===== config.mk =====
export PLATFORM = sky130hd
export DESIGN_NAME = db9_md_pad_scanner
export DESIGN_NICKNAME = d
export VERILOG_FILES = /design/src/rtl/db9_pkg.sv /design/src/rtl/db9_sync.sv /design/src/rtl/db9_md_pad_scanner.sv
export SDC_FILE = /design/constraint.sdc
export NUM_CORES = 1
export LEC_CHECK = 0
export ABC_CLOCK_PERIOD_IN_PS = 3000
export CORE_MARGIN = 5
export CORE_UTILIZATION = 35
export DETAILED_ROUTE_END_ITERATION = 10
export PLACE_DENSITY = 0.58
export SKIP_CTS_REPAIR_TIMING = 1
export SYNTH_ARGS = -nofsm -noshare
export SYNTH_HDL_FRONTEND = slang
export SYNTH_HIERARCHICAL = 1
export SYNTH_SLANG_ARGS = --single-unit

===== constraint.sdc =====
create_clock -name clk -period 3 [get_ports clk]
set_clock_uncertainty 0.05 [all_clocks]
set_input_delay 0.45 -clock clk [delete_from_list [all_inputs] [get_ports clk]]
set_output_delay 0.45 -clock clk [all_outputs]
set_load 0.02 [all_outputs]

===== src/rtl/db9_pkg.sv =====
// Shared definitions for the DB9 Mega Drive pad scanner.
// Holds the button bit map, the pad type and FSM state enums, the phase
// count, and the helpers that turn one scan into a committed button word.
package db9_pkg;

  // Bit positions in the active-high button word
  localparam int BTN_R     = 0;
  localparam int BTN_L     = 1;
  localparam int BTN_D     = 2;
  localparam int BTN_U     = 3;
  localparam int BTN_B     = 4;
  localparam int BTN_C     = 5;
  localparam int BTN_A     = 6;
  localparam int BTN_START = 7;
  localparam int BTN_MODE  = 8;
  localparam int BTN_X     = 9;
  localparam int BTN_Y     = 10;
  localparam int BTN_Z     = 11;

  // SELECT half-periods per port scan
  localparam int NUM_PHASES = 8;

  typedef enum logic [1:0] {
    PAD_NONE = 2'd0,
    PAD_MD3  = 2'd1,
    PAD_MD6  = 2'd2
  } pad_type_e;

  typedef enum logic [1:0] {
    ST_SPLIT_SETTLE = 2'd0,
    ST_PHASE        = 2'd1,
    ST_IDLE         = 2'd2
  } state_e;

  // Mask the scratch word down to the buttons the detected pad type really has
  function automatic logic [15:0] resolve_word(input logic [11:0] scr,
                                               input logic        md_seen,
                                               input logic        six_seen);
    logic [15:0] w;
    w = {4'b0000, scr};
    if (!md_seen) begin
      w[11:6] = 6'b000000;
    end else if (!six_seen) begin
      w[11:8] = 4'b0000;
    end
    return w;
  endfunction

  function automatic pad_type_e resolve_type(input logic md_seen,
                                             input logic six_seen);
    if (!md_seen) begin
      return PAD_NONE;
    end else if (!six_seen) begin
      return PAD_MD3;
    end
    return PAD_MD6;
  endfunction

  // A bit follows the new scan only when it matches the previous scan;
  // otherwise the currently shown value is kept
  function automatic logic [15:0] debounce_merge(input logic [15:0] held,
                                                 input logic [15:0] prev,
                                                 input logic [15:0] cur);
    logic [15:0] agree;
    agree = ~(prev ^ cur);
    return (cur & agree) | (held & ~agree);
  endfunction

endpackage


===== src/rtl/db9_sync.sv =====
// Two-flop synchronizer for the raw pad lines. Resets to all ones, which is
// the idle (released) level of the active-low pad inputs.
module db9_sync #(
  parameter int WIDTH = 6
) (
  input  logic             clk,
  input  logic             reset_n,
  input  logic [WIDTH-1:0] d,
  output logic [WIDTH-1:0] q
);

  logic [WIDTH-1:0] meta_q, meta_d;
  logic [WIDTH-1:0] sync_q, sync_d;

  // Next values simply shift the input down the chain
  always_comb begin
    meta_d = d;
    sync_d = meta_q;
  end

  // Synchronizer flops
  always_ff @(posedge clk or negedge reset_n) begin
    if (!reset_n) begin
      meta_q <= '1;
      sync_q <= '1;
    end else begin
      meta_q <= meta_d;
      sync_q <= sync_d;
    end
  end

  assign q = sync_q;

endmodule


===== src/rtl/db9_md_pad_scanner.sv =====
// Scans two DB9 Mega Drive / Atari pads that share one 6-bit input bus.
// Each port scan: settle after switching the port mux, eight SELECT
// half-periods with sampling, then a long SELECT-high idle so 6-button pads
// reset their internal counter. The decoded word commits at idle entry.
// Optional build macro: DB9_DEBOUNCE_EN -- a button bit only changes when
// two consecutive scans of its port agree on it.
module db9_md_pad_scanner
  import db9_pkg::*;
#(
  parameter int PHASE_CYC = 512,
  parameter int IDLE_CYC  = 131072,
  parameter int SPLIT_CYC = 512
) (
  input  logic        clk,
  input  logic        reset_n,
  input  logic [5:0]  joy_in,
  output logic        joy_mdsel,
  output logic        joy_split,
  output logic [15:0] joystick1,
  output logic [15:0] joystick2,
  output logic [1:0]  pad_type1,
  output logic [1:0]  pad_type2,
  output logic        scan_strobe
);

  localparam int MAX_CYC = (IDLE_CYC > PHASE_CYC)
                         ? ((IDLE_CYC > SPLIT_CYC) ? IDLE_CYC : SPLIT_CYC)
                         : ((PHASE_CYC > SPLIT_CYC) ? PHASE_CYC : SPLIT_CYC);
  localparam int CNT_W = (MAX_CYC > 2) ? $clog2(MAX_CYC) : 1;

  localparam logic [CNT_W-1:0] SPLIT_LAST = CNT_W'(SPLIT_CYC - 1);
  localparam logic [CNT_W-1:0] PHASE_LAST = CNT_W'(PHASE_CYC - 1);
  localparam logic [CNT_W-1:0] IDLE_LAST  = CNT_W'(IDLE_CYC - 1);
  localparam logic [CNT_W-1:0] CNT_ONE    = CNT_W'(1);
  localparam logic [2:0]       LAST_IDX   = 3'(NUM_PHASES - 1);

  logic [5:0] joy_sync;
  logic [5:0] act;

  state_e           state_q, state_d;
  logic [CNT_W-1:0] cnt_q, cnt_d;
  logic [2:0]       idx_q, idx_d;
  logic             split_q, split_d;
  logic             mdsel_q, mdsel_d;
  logic [11:0]      scratch_q, scratch_d;
  logic             md_seen_q, md_seen_d;
  logic             six_seen_q, six_seen_d;
  logic [15:0]      js1_q, js1_d;
  logic [15:0]      js2_q, js2_d;
  pad_type_e        pt1_q, pt1_d;
  pad_type_e        pt2_q, pt2_d;
  logic             strobe_q, strobe_d;
  logic [15:0]      commit_word;
  pad_type_e        commit_type;
`ifdef DB9_DEBOUNCE_EN
  logic [15:0]      prev1_q, prev1_d;
  logic [15:0]      prev2_q, prev2_d;
`endif

  db9_sync #(.WIDTH(6)) u_sync (
    .clk     (clk),
    .reset_n (reset_n),
    .d       (joy_in),
    .q       (joy_sync)
  );

  // Pad lines are active low; work with pressed = 1
  assign act = ~joy_sync;

  // Scan sequencer: next state, sampling into the scratch word, and commit
  always_comb begin
    state_d     = state_q;
    cnt_d       = cnt_q;
    idx_d       = idx_q;
    split_d     = split_q;
    mdsel_d     = mdsel_q;
    scratch_d   = scratch_q;
    md_seen_d   = md_seen_q;
    six_seen_d  = six_seen_q;
    js1_d       = js1_q;
    js2_d       = js2_q;
    pt1_d       = pt1_q;
    pt2_d       = pt2_q;
    strobe_d    = 1'b0;
    commit_word = resolve_word(scratch_q, md_seen_q, six_seen_q);
    commit_type = resolve_type(md_seen_q, six_seen_q);
`ifdef DB9_DEBOUNCE_EN
    prev1_d     = prev1_q;
    prev2_d     = prev2_q;
`endif

    unique case (state_q)
      ST_SPLIT_SETTLE: begin
        if (cnt_q == SPLIT_LAST) begin
          state_d = ST_PHASE;
          cnt_d   = '0;
          idx_d   = 3'd0;
          mdsel_d = 1'b1;
        end else begin
          cnt_d = cnt_q + CNT_ONE;
        end
      end

      ST_PHASE: begin
        if (cnt_q == PHASE_LAST) begin
          cnt_d = '0;
          // Sample on the last cycle of the phase, when the pad has settled
          unique case (idx_q)
            3'd0: begin
              scratch_d[BTN_R] = act[0];
              scratch_d[BTN_L] = act[1];
              scratch_d[BTN_D] = act[2];
              scratch_d[BTN_U] = act[3];
              scratch_d[BTN_B] = act[4];
              scratch_d[BTN_C] = act[5];
            end
            3'd1: begin
              scratch_d[BTN_A]     = act[4];
              scratch_d[BTN_START] = act[5];
              // Left+right both low with SELECT low is the MD pad signature
              md_seen_d = act[0] & act[1];
            end
            3'd5: begin
              // Third SELECT-low: a 6-button pad pulls all directions low
              six_seen_d = &act[3:0];
            end
            3'd6: begin
              if (six_seen_q) begin
                scratch_d[BTN_Z]    = act[3];
                scratch_d[BTN_Y]    = act[2];
                scratch_d[BTN_X]    = act[1];
                scratch_d[BTN_MODE] = act[0];
              end
            end
            default: ;
          endcase

          if (idx_q == LAST_IDX) begin
            state_d  = ST_IDLE;
            mdsel_d  = 1'b1;
            strobe_d = 1'b1;
`ifdef DB9_DEBOUNCE_EN
            if (!split_q) begin
              js1_d   = debounce_merge(js1_q, prev1_q, commit_word);
              prev1_d = commit_word;
              pt1_d   = commit_type;
            end else begin
              js2_d   = debounce_merge(js2_q, prev2_q, commit_word);
              prev2_d = commit_word;
              pt2_d   = commit_type;
            end
`else
            if (!split_q) begin
              js1_d = commit_word;
              pt1_d = commit_type;
            end else begin
              js2_d = commit_word;
              pt2_d = commit_type;
            end
`endif
          end else begin
            idx_d   = idx_q + 3'd1;
            mdsel_d = ~idx_d[0];
          end
        end else begin
          cnt_d = cnt_q + CNT_ONE;
        end
      end

      ST_IDLE: begin
        if (cnt_q == IDLE_LAST) begin
          state_d    = ST_SPLIT_SETTLE;
          cnt_d      = '0;
          split_d    = ~split_q;
          mdsel_d    = 1'b1;
          scratch_d  = '0;
          md_seen_d  = 1'b0;
          six_seen_d = 1'b0;
        end else begin
          cnt_d = cnt_q + CNT_ONE;
        end
      end

      default: begin
        state_d = ST_SPLIT_SETTLE;
        cnt_d   = '0;
      end
    endcase
  end

  // State, scratch and output registers
  always_ff @(posedge clk or negedge reset_n) begin
    if (!reset_n) begin
      state_q    <= ST_SPLIT_SETTLE;
      cnt_q      <= '0;
      idx_q      <= 3'd0;
      split_q    <= 1'b0;
      mdsel_q    <= 1'b1;
      scratch_q  <= '0;
      md_seen_q  <= 1'b0;
      six_seen_q <= 1'b0;
      js1_q      <= '0;
      js2_q      <= '0;
      pt1_q      <= PAD_NONE;
      pt2_q      <= PAD_NONE;
      strobe_q   <= 1'b0;
`ifdef DB9_DEBOUNCE_EN
      prev1_q    <= '0;
      prev2_q    <= '0;
`endif
    end else begin
      state_q    <= state_d;
      cnt_q      <= cnt_d;
      idx_q      <= idx_d;
      split_q    <= split_d;
      mdsel_q    <= mdsel_d;
      scratch_q  <= scratch_d;
      md_seen_q  <= md_seen_d;
      six_seen_q <= six_seen_d;
      js1_q      <= js1_d;
      js2_q      <= js2_d;
      pt1_q      <= pt1_d;
      pt2_q      <= pt2_d;
      strobe_q   <= strobe_d;
`ifdef DB9_DEBOUNCE_EN
      prev1_q    <= prev1_d;
      prev2_q    <= prev2_d;
`endif
    end
  end

  assign joy_mdsel   = mdsel_q;
  assign joy_split   = split_q;
  assign joystick1   = js1_q;
  assign joystick2   = js2_q;
  assign pad_type1   = pt1_q;
  assign pad_type2   = pt2_q;
  assign scan_strobe = strobe_q;

endmodule


======== After elaboration in Yosys (flattened, before gate mapping) ========
Cells that the tools add are included.
word-level totals
  bits in registers ....................... 79
  bits of input ports ..................... 8
  output and inout port bits .............. 39
  word-level logic and storage cells ...... 100
operators by class
  add/subtract/negate cells ............... 2
  equality and inequality tests ........... 18
  multiplexer cells ....................... 42
  bitwise operators ....................... 4
  reduce and logical (&&, ||, !) cells .... 17
operator list
  cell                   count
  $reduce_and 4->1       9
  $mux 17                2
  $pmux 17 s2            1
  $mux 12                2
  $pmux 12 s2            1
  $mux 2                 9
  $add 17x1->17 const B  1
  $eq 17x17->1 const B   1
  $eq 17x9->1 const B    1
  $mux 4                 4
  $mux 1                 14
  $ne 2x2->1 const B     6
  $eq 3x3->1 const B     3
  $mux 3                 3
  $ne 2x1->1 const B     4
  $mux 6                 1
  $not 6->6              1
  $pmux 2 s3             1
  $pmux 3 s2             1
  $reduce_and 5->1       1
  $pmux 1 s2             2
  $reduce_bool 2->1      2
  $add 3x1->3 const B    1
  $eq 3x1->1 const B     1
  10 further kinds       11

======== Logic depth before layout (Yosys ltp) ========
  word-level depth ........................ 5
  mapped depth ............................ 9
  gate-level depth less buffers ........... 8

======== Cells and area by module ========
Netlist, hierarchy kept.
modules (own cells, without submodules)
  module              instances  cells an instance  area each (um2)  sequential area each (um2)
  db9_md_pad_scanner  1          290                3,051.7          1,677.9
  db9_sync            1          12                 315.3            315.3

======== Worst setup path before layout ========
No wires, ideal clock.
  kind .................................... register to register
  start point ............................. reg cnt_q[0]
  end point ............................... reg scratch_q[10]
  library setup time ...................... 0.125 ns
  arrival time ............................ 1.976 ns
  required time ........................... 2.825 ns
  slack ................................... 0.849 ns
  cell stages (with the launch flop) ...... 8
  path buffers ............................ 1
  period minus slack after synthesis ...... 2.151 ns
  cells stage by stage .................... dfrtp_1 > ha_1 > nand3_2 > or2_1 > or3_1 > buf_6 > a22oi_4 > mux2_2
between the ends
  longest elaborated chain between the ends .. 3
  elaborated cells on any way between the ends .. 5
  classes of those cells .................. eq/ne: 4; reduce/logical: 1
RTL lines
  element                                      RTL line                                              RTL
  start: declaration                           db9_md_pad_scanner.sv:41                              logic [CNT_W-1:0] cnt_q, cnt_d;
  start signal: assignment                     db9_md_pad_scanner.sv:213                             cnt_q <= cnt_d;
  $eq 17x17->1 or $eq 17x9->1 (tied branches)  db9_md_pad_scanner.sv:171, db9_md_pad_scanner.sv:105
  $ne 2x2->1 (no line)                         --
  $reduce_and 5->1 (no line) *                 --
  end signal: assignment                       db9_md_pad_scanner.sv:217                             scratch_q <= scratch_d;
  end: declaration                             db9_md_pad_scanner.sv:45                              logic [11:0] scratch_q, scratch_d;
Every way passes the cells marked *; elsewhere a longest branch is shown, timed or not.
A chain may end at the register's enable or synchronous reset.

======== Worst setup path after layout ========
Same ends and word-level chain as after synthesis.

==> results.sh <==
export IMPL_port_buffer_count=38
export IMPL_via_count=2228
export IMPL_ios=47
export IMPL_wirelength_mm=6.48
export IMPL_tns_ns=0
export IMPL_path_common_cell="ha_1"
export IMPL_final_antenna_net_count=0
export IMPL_cp_slowest_stage_delay_ns=0.40
export IMPL_dr_pass1_iters=4
export IMPL_finalInstanceArea_sq_um=4020
export IMPL_post_dp_cell_area_sq_um=3830
export IMPL_max_cap_viol_count=0
export IMPL_path_max_fanout=6
export IMPL_cp_required_ns=3.18
export IMPL_final_cell_mix="dfrtp_1 (66), clkdlybuf4s50_1 (37), nor2_1 (31)"
export IMPL_antenna_found_initial=0
export IMPL_max_freq_ghz=0.421
export IMPL_crit_chain="ha_1, nand3_2, nor3_1, and3_1, ha_1, nand2_1, a22oi_4, mux2_2"
export IMPL_viasPerCell=4.70
export IMPL_reg2reg_to="scratch_q[10]"
export IMPL_clk_pin_slew_ns=0.08
export IMPL_yosys_warnings=6
export IMPL_totalPowerFinal_uw=1900
export IMPL_power_leakage_uw=0.00177
export IMPL_die_w_um=108
export IMPL_grt_ovfl_total=0
export IMPL_synthArstFlopShare=1.00
export IMPL_final_common_cell="dfrtp_1"
export IMPL_std_cell_rows=35
export IMPL_grt_max_degree=80
export IMPL_yosys_most_used_dff="dfrtp_1"
export IMPL_path_class="flip-flop to flip-flop"
export IMPL_synth_edff_count=0
export IMPL_fin_crit_ns=2.37
export IMPL_cp_slowest_cell="dfrtp_1"
export IMPL_setup_violations=0
export IMPL_slew_viol_final=0
export IMPL_clock_latency_ns=0.35
export IMPL_ys_seq_elements=79
export IMPL_clock_path_buffers=2
export IMPL_drive_gt1_frac=0.148
export IMPL_cts_tree="done"
export IMPL_finalHoldViolations=0
export IMPL_vdd_drop_max_uv=276
export IMPL_cts_buffers=9
export IMPL_regToRegSetupSlack_ns=0.63
export IMPL_ys_types=40
export IMPL_start_util=0.361
export IMPL_wl_per_cell_um=13.7
export IMPL_fillers=896
export IMPL_postSynthCellCount=302
export IMPL_reg2reg_depth=8
export IMPL_fp_coreArea_sq_um=9330
export IMPL_nNetsFinal=355
export IMPL_syn_avg_cell_area_sq_um=11.1
export IMPL_status="finished clean"
export IMPL_cts_sinks=79
export IMPL_rsz0062_at_grt="no"
export IMPL_r2r_start="cnt_q[0]"
export IMPL_grt_pass1_vias=2268
export IMPL_grt_pass1_wl_mm=11.2
export IMPL_area_delta_synth_final_pct=19.5
export IMPL_p_per_area_nw_per_um2=472
export IMPL_drc=0
export IMPL_cp_data_arrival_time_ns=2.56
export IMPL_num_antenna_cells=0
export IMPL_htreeDepth=3
export IMPL_timing_slew_headroom=0.360
export IMPL_dp_hpwl_mm=4.40
export IMPL_startpoint="cnt_q[0]"
export IMPL_fp_dieH_um=108
export IMPL_drtIter0Drc=116
export IMPL_worst_slew_pin_slew_ns=0.960
export IMPL_syn_cell_area_sq_um=3370
export IMPL_min_period_over_period=0.791
export IMPL_crit_path_start_kind="flip-flop"
export IMPL_synth_seq_area_share=0.592
export IMPL_cts_root_buf="clkbuf_8"
export IMPL_gp_congestion=0.815
export IMPL_grt_total_usage=0.122
export IMPL_hp_class="input pin to asynchronous set/reset pin"
export IMPL_end_kind="flip-flop"
export IMPL_die_area_sq_um=11700
-- worst max-delay path by stage --
stage,to,cells after the start
floorplan,scratch_q[10],7
global placement,cnt_q[13],7
detailed placement,cnt_q[8],7
CTS,scratch_q[10],6
global route,cnt_q[2],7
finish,scratch_q[10],8
-- power by group --
| part | internal, uW | switching [uW] | total, uW |
|---|---|---|---|
| clock | 387 | 389 | 776 |
| sequential | 1080 | 4.57 | 1080 |
| combinational | 8.76 | 30.3 | 39.1 |
| total | 1470 | 424 | 1900 |
-- per-layer routing --
metal | up-vias | wire length (um) | share of wire | GRT usage
li1 | 1086 | - | - | -
met1 | 1092 | 3100 | 0.48 | 0.163
met2 | 44 | 2940 | 0.45 | 0.186
met3 | 6 | 325 | 0.050 | 0.0370
met4 | 0 | 107 | 0.017 | 0.0514
met5 | - | 0 | 0 | 0
-- layout make-up --
class                   instances  area (sq um)  share of cell area
flip-flops and latches         79          1990               0.495
inverters                       5          18.8             0.00466
multi-input cells             203          1250               0.312
clock inverters                 5          57.6              0.0143
clock buffers                  11           131              0.0326
repair buffers                 42           408               0.101
well taps                     129           161              0.0401
-- worst max-delay path: cells and delay by family (launching register included) --
family | cells | cell delay [ns]
AOI/OAI and AO/OA | 1 | 0.20
adders and majority gates | 2 | 0.44
DFF | 1 | 0.40
muxes | 1 | 0.36
and+or+nand+nor | 4 | 0.82
-- Yosys cell counts, types with 2 or more instances --
| cell | number | area, sq um |
|---|---|---|
| buf_2 | 3 | 15.0 |
| xor2_1 | 6 | 52.6 |
| mux2i_1 | 2 | 20.0 |
| buf_4 | 9 | 67.6 |
| clkbuf_1 | 7 | 26.3 |
| o211ai_1 | 3 | 22.5 |
| buf_1 | 2 | 7.51 |
| dfrtp_1 | 66 | 1650 |
| xnor2_1 | 9 | 78.8 |
| nand3_2 | 2 | 20.0 |
| ha_1 | 7 | 87.6 |
| dfstp_2 | 13 | 342 |
| nand2b_1 | 3 | 18.8 |
| or3_1 | 6 | 37.5 |
| nand4_1 | 7 | 43.8 |
| o21ai_0 | 26 | 130 |
| nor2_1 | 31 | 116 |
| nor2b_1 | 6 | 37.5 |
| nand3_1 | 18 | 90.1 |
| and3_1 | 4 | 25.0 |
| nand2_1 | 30 | 113 |
| inv_1 | 5 | 18.8 |
| mux2_2 | 16 | 180 |
| nor3_1 | 5 | 25.0 |
-- sequential cells by signal, summed over array words and instances (netlist names) --
name,flops
pad_type1,2
idx_q,3
scan_strobe,1
pad_type2,2
scratch_q,12
joy_mdsel,1
u_sync/meta_q,6
joystick1,12
state_q,2
md_seen_q,1
six_seen_q,1
cnt_q,17
u_sync/q,6
joy_split,1
joystick2,12
-- logic make-up (layout without fill, tap and decap cells) --
family | Yosys count | after routing | share of synthesized area
and+or+nand+nor | 119 | 119 | 0.173
DFF | 79 | 79 | 0.592
AOI/OAI and AO/OA | 36 | 36 | 0.0661
buffers and inverters | 27 | 63 | 0.0435
muxes | 18 | 18 | 0.0595
xor gates and xnor gates | 15 | 15 | 0.0390
adders and majority gates | 7 | 7 | 0.0260
other | 1 | 8 | 0.00111
-- through the flow --
| step | hold WS [ns] | std cells | setup WS [ns] | utilization |
|---|---|---|---|---|
| final | 0.206 | 474 | 0.627 | 0.431 |
| after global routing | 0.280 | 474 | 0.395 | 0.431 |
| after CTS | 0.233 | 474 | 0.612 | 0.431 |
| after detailed placement | 0.297 | 458 | 0.631 | 0.411 |
| after global placement | 0.296 | 458 | 0.692 | 0.411 |
| after floorplan | 0.104 | 309 | 0.849 | - |
Note: power is estimated with default switching activity, not from simulation.
